`src/rtl/riscv_fetch_if.sv`:
```
// Fetch-stage bus bundle: instruction RAM read port plus the decoder-facing
// valid/ready channel. The fetch stage is the master of both.
interface riscv_fetch_if #(
    parameter int ADDRESS_WIDTH = 24,
    parameter int INSN_WIDTH    = 32
);
    logic [ADDRESS_WIDTH-1:0] inst_ram_address;
    logic                     inst_ram_read;
    logic [INSN_WIDTH-1:0]    inst_ram_data;
    logic                     out_valid;
    logic                     out_ready;
    logic [INSN_WIDTH-1:0]    out_insn;
    logic [ADDRESS_WIDTH-1:0] out_pc;

    modport master (
        output inst_ram_address,
        output inst_ram_read,
        input  inst_ram_data,
        output out_valid,
        input  out_ready,
        output out_insn,
        output out_pc
    );

    modport slave (
        input  inst_ram_address,
        input  inst_ram_read,
        output inst_ram_data,
        input  out_valid,
        output out_ready,
        input  out_insn,
        input  out_pc
    );
endinterface

```
`src/rtl/riscv_fetch.sv`:
```
// RISC-V instruction fetch: PC generation, 1-cycle-latency instruction RAM reads,
// and a 2-entry skid queue feeding the decoder, with redirect and halt support.
module riscv_fetch #(
    parameter int                       ADDRESS_WIDTH = 24,
    parameter int                       INSN_WIDTH    = 32,
    parameter logic [ADDRESS_WIDTH-1:0] RESET_PC      = '0
) (
    input  logic                     clock,
    input  logic                     reset_n,
    riscv_fetch_if.master            bus,
    input  logic                     redirect,
    input  logic [ADDRESS_WIDTH-1:0] redirect_pc,
    input  logic                     halt,
    output logic                     busy
);

    localparam logic [ADDRESS_WIDTH-1:0] ALIGN_MASK = ~ADDRESS_WIDTH'(3);
    localparam logic [ADDRESS_WIDTH-1:0] PC_STEP    = ADDRESS_WIDTH'(4);

    logic [ADDRESS_WIDTH-1:0] fetch_pc;
    logic [ADDRESS_WIDTH-1:0] inflight_pc;
    logic                     inflight;
    logic                     kill;

    logic [INSN_WIDTH-1:0]    q_insn [2];
    logic [ADDRESS_WIDTH-1:0] q_pc   [2];
    logic                     head;
    logic [1:0]               count;

    logic                     pop;
    logic                     push;
    logic                     issue;
    logic                     tail;
    logic [2:0]               credit;

    assign pop    = (count != 2'd0) && bus.out_ready;
    // Reads already committed (queued or in flight) after this cycle's pop;
    // a new read is only allowed if its response is guaranteed a slot.
    assign credit = {1'b0, count} + {2'b00, inflight} - {2'b00, pop};
    assign issue  = reset_n && !halt && !redirect && (credit < 3'd2);
    assign push   = inflight && !kill && !redirect;
    assign tail   = head ^ count[0];

    assign bus.inst_ram_read    = issue;
    assign bus.inst_ram_address = fetch_pc;
    assign bus.out_valid        = (count != 2'd0);
    assign bus.out_insn         = q_insn[head];
    assign bus.out_pc           = q_pc[head];
    assign busy                 = inflight || (count != 2'd0);

    always_ff @(posedge clock or negedge reset_n) begin
        if (!reset_n) begin
            fetch_pc    <= RESET_PC;
            inflight_pc <= '0;
            inflight    <= 1'b0;
            kill        <= 1'b0;
            head        <= 1'b0;
            count       <= 2'd0;
            for (int i = 0; i < 2; i++) begin
                q_insn[i] <= '0;
                q_pc[i]   <= '0;
            end
        end else begin
            inflight <= issue;
            kill     <= redirect && inflight;
            if (issue) begin
                fetch_pc    <= fetch_pc + PC_STEP;
                inflight_pc <= fetch_pc;
            end
            // A redirect drops both the queue and any response returning now.
            if (redirect) begin
                fetch_pc <= redirect_pc & ALIGN_MASK;
                count    <= 2'd0;
                head     <= 1'b0;
            end else begin
                if (push) begin
                    q_insn[tail] <= bus.inst_ram_data;
                    q_pc[tail]   <= inflight_pc;
                end
                if (pop) begin
                    head <= ~head;
                end
                case ({push, pop})
                    2'b10:   count <= count + 2'd1;
                    2'b01:   count <= count - 2'd1;
                    default: count <= count;
                endcase
            end
        end
    end

endmodule

```
`src/flat_wrapper.sv`:
```
// flat-port wrapper written by rule: the top's interface ports become plain ports
module riscv_fetch_flat 
#(
    parameter int                       ADDRESS_WIDTH = 24,
    parameter int                       INSN_WIDTH    = 32,
    parameter logic [ADDRESS_WIDTH-1:0] RESET_PC      = '0
)
  (clock, reset_n, redirect, redirect_pc, halt, busy, bus_inst_ram_address, bus_inst_ram_read, bus_inst_ram_data, bus_out_valid, bus_out_ready, bus_out_insn, bus_out_pc);
  riscv_fetch_if #(.ADDRESS_WIDTH(ADDRESS_WIDTH), .INSN_WIDTH(INSN_WIDTH)) bus_i ();
  input  logic clock;
  input  logic reset_n;
  input  logic redirect;
  input  logic [ADDRESS_WIDTH-1:0] redirect_pc;
  input  logic halt;
  output logic busy;
  output wire logic [$bits(bus_i.inst_ram_address)-1:0] bus_inst_ram_address;
  output wire logic [$bits(bus_i.inst_ram_read)-1:0] bus_inst_ram_read;
  input wire logic [$bits(bus_i.inst_ram_data)-1:0] bus_inst_ram_data;
  output wire logic [$bits(bus_i.out_valid)-1:0] bus_out_valid;
  input wire logic [$bits(bus_i.out_ready)-1:0] bus_out_ready;
  output wire logic [$bits(bus_i.out_insn)-1:0] bus_out_insn;
  output wire logic [$bits(bus_i.out_pc)-1:0] bus_out_pc;
  assign bus_inst_ram_address = bus_i.inst_ram_address;
  assign bus_inst_ram_read = bus_i.inst_ram_read;
  assign bus_i.inst_ram_data = bus_inst_ram_data;
  assign bus_out_valid = bus_i.out_valid;
  assign bus_i.out_ready = bus_out_ready;
  assign bus_out_insn = bus_i.out_insn;
  assign bus_out_pc = bus_i.out_pc;
  riscv_fetch #(.ADDRESS_WIDTH(ADDRESS_WIDTH), .INSN_WIDTH(INSN_WIDTH), .RESET_PC(RESET_PC)) u_core (.clock(clock), .reset_n(reset_n), .bus(bus_i), .redirect(redirect), .redirect_pc(redirect_pc), .halt(halt), .busy(busy));
endmodule
```
`config.mk`:
```
export PLATFORM = sky130hd
export DESIGN_NAME = riscv_fetch_flat
export DESIGN_NICKNAME = d
export VERILOG_FILES = /design/src/rtl/riscv_fetch_if.sv /design/src/rtl/riscv_fetch.sv /design/src/flat_wrapper.sv
export SDC_FILE = /design/constraint.sdc
export NUM_CORES = 1
export LEC_CHECK = 0
export CAP_MARGIN = 20
export CORE_MARGIN = 2
export CORE_UTILIZATION = 57
export CTS_BUF_LIST = sky130_fd_sc_hd__clkbuf_4 sky130_fd_sc_hd__clkbuf_8
export DETAILED_ROUTE_END_ITERATION = 6
export GPL_ROUTABILITY_DRIVEN = 0
export PLACE_DENSITY = 0.95
export SYNTH_ARGS = -nofsm -noshare
export SYNTH_HDL_FRONTEND = slang
export SYNTH_SLANG_ARGS = --single-unit
```
`constraint.sdc`:
```
create_clock -name clock -period 5.5 [get_ports clock]
set_input_delay 0.55 -clock clock [delete_from_list [all_inputs] [get_ports clock]]
set_output_delay 0.55 -clock clock [all_outputs]
set_load 0.005 [all_outputs]
```
==> run metrics <==
reg-to-reg endpoint=u_core.bus.inst_ram_address[6]; leading register cell type out of synthesis=dfrtp_1; startpoint types=flip-flop; slew margin rel.=0.374; #FFs+latches synth=~160; Tightest Pin Transition=939 ps; cell with the most instances after synthesis=mux2_2; EDFF count, synth=0; met2 GRT Util=0.383; PortBufs=roughly 140; Setup-failing EPs final=0; H-tree depth=4; global routing's busiest layer=met2; Hold Buf Count CTS=0; initial antenna violation count=0; Max-Cap Viols=0; Worst Setup EP=bus_inst_ram_read; Post-Syn Area=7090 µm²; final core utilization=0.746; Via-to-Cell Ratio=5.70; hold slack final=157 ps; min Tclk post-route=about 4400 ps; CTS Buffer Depth=2; # DRC=0; Worst-path clk slew=80 ps; clk sinks=157; Synth top area share=0.554; final hold violation count=0; die height=approximately 120 µm; Seq/Total Area, Yosys=0.554; Post-CTS Setup Inserts=0; Hold WC Path Type=input port to async pin; VDD IR-drop max=0.000175 V; Crit. Startpoint=u_core.count[0]; critical path type=flip-flop to output pin; CTS tree=yes; period utilization=0.793; die width=116 µm; full die area=approximately 13,000 µm²; asr flop ratio synth=1.00; GRT met3 Usage=0.0586; count of different cell masters after synthesis=49; CP endpoint kind=output pin; DR pass1 iterations=5; dpl cell area=8550 µm²; Clock Skews=approximately 12 ps; Arrival @ worst endpoint=3810 ps; max-slew violations=0; share of cells above drive strength 1=0.299; Final ANT Viol Nets=0; 1st-iter DRT viols=288; Cells after Synth=between 500 and 600; FF/Latch Area=3930 µm²; IO Count=144; fillers=740; clk_lat worst skew=440 ps; global-route wire length before repair=24,700 µm; unrepaired setup endpoints after global routing=no; slack of the worst reg-to-reg path=between 1000 and 1500 ps; Wirelength per Cell=17.3 µm; All-Layer GR Usage=0.236; static leakage=4.09 nW; area grow syn2layout=26.9%; Fmax achieved=0.229 GHz; Num CTS Buffers=17; n_diodes=0; footprint of the multi-input gates=between 2000 and 3000 µm²; synth top area cells=dfrtp_1 55%, mux2_2 26%, nand2_1 4.7%, o21ai_0 1.3%, buf_2 1.3%; Final #Nets=759; vias=4,997; post_cts resized=0; YS warnings=0; initial core utilization=0.588; post-synth top area cell=dfrtp_1; worst reg2reg path depth=13; setup TNS=0 ps; status=completed; HPWL after DPL=9910 µm; Post-synth top cells=163 x mux2_2, 157 x dfrtp_1, 88 x nand2_1; GR Overflow Total=0; final WL=15,200 µm; Root Driver=clkbuf_8; core box area=12,100 µm²; critical path fanouts, max=49; post-route cell area=9000 µm²; Cell Pwr Density=~440 nW/µm²; synthesized area per cell=12.5 µm²; met1 GRT Util=0.312; RR Startpoint=u_core.count[0]; FP Rows=40; vias in the first global route=roughly 5,100; Power, Total=4.00 mW; Req. time, crit path=4950 ps; largest net degree at the start of global routing=83
critical path, stage by stage, from the launching register on:
cell and delay, ps:
dfrtp_1 470, or2_2 340, nand2_1 130, inv_1 60, ha_1 260, nand2b_1 160, fa_1 500, nand2_1 50
or4_4 770, inv_2 130, clkdlybuf4s50_1 500
worst min-delay path by stage:
| stage | startpoint | to | slack, ps | cells after the start |
|---|---|---|---|---|
| after CTS | reset_n | u_core.bus.inst_ram_address[3] | 160 | 1 |
| after global routing | reset_n | u_core.bus.inst_ram_address[3] | 190 | 1 |
| after detailed placement | u_core.q_insn[51] | u_core.q_insn[51] | 490 | 1 |
| after global placement | u_core.inflight_pc[12] | u_core.inflight_pc[12] | 470 | 2 |
| after floorplan | reset_n | u_core.bus.inst_ram_address[10] | 250 | 0 |
| final | reset_n | u_core.bus.inst_ram_address[3] | 160 | 1 |
registers in the layout, indices dropped and copies added, names as in the netlist:
name and count:
u_core.inflight_pc 22, u_core.bus.inst_ram_address 22, u_core.q_insn 64, u_core.kill 1, u_core.head 1, u_core.count 2
u_core.inflight 1, u_core.q_pc 44
metrics by stage:
step	setup WS, ps	instances
2_1_floorplan	2100	570
3_3_place_gp	1360	844
3_5_place_dp	1270	844
4_1_cts	1100	876
5_1_grt	949	876
6_report	1140	876
cell usage in the layout (no fill, tap or decap), drive strengths merged, types with 2 or more instances in the layout:
cell and count:
mux2 163, dfrtp 157, clkdlybuf4s50 136, nand2 88, o21ai 19, clkbuf 19
nor2 15, nand3 9, inv 8, nand4 7, buf 7, a21oi 6
o311ai 6, clkinv 6, o211ai 4, conb 4, bufinv 4, nor4 4
xor2 3, and2 3, nor3 3, a32oi 3, a221o 3, xnor2 3
nand3b 2, and3 2, nand4b 2, a21o 2, ha 2, clkinvlp 2
nand2b 2
kinds of logic (layout without fill, tap and decap cells):
kind of cell,after synthesis,in the layout,synth area share
other,1,4,0.000529
adder cells (fa/ha/maj),3,3,0.00635
XOR/XNOR,6,6,0.00741
AND/OR/NAND/NOR,143,143,0.0946
AO/OA/AOI/OAI,50,50,0.0476
buffers and inverters,44,182,0.0307
flip-flops,157,157,0.554
multiplexers,163,163,0.259
area by class of cell:
type,instances,share of cell area
sequential,157,0.437
multi-input combinational,369,0.329
timing repair buffer,143,0.158
clock buffer,19,0.0291
tap,168,0.0234
clock inverter,13,0.0210
inverter,7,0.00292
where the power goes:
| group | internal, mW | leakage, nW | total [mW] | switching, mW |
|---|---|---|---|---|
| Sequential | 1.56 | 2.00 | 1.79 | 0.240 |
| Clock | 0.521 | 0.222 | 0.946 | 0.424 |
| Combinational | 0.849 | 1.87 | 1.25 | 0.405 |
metal layers:
layer	share of wire	vias to the layer above
met5	0	-
met4	0.015	0
met3	0.071	25
met2	0.50	221
met1	0.42	2505
li1	-	2246
Power figures use the tool's default switching activity.
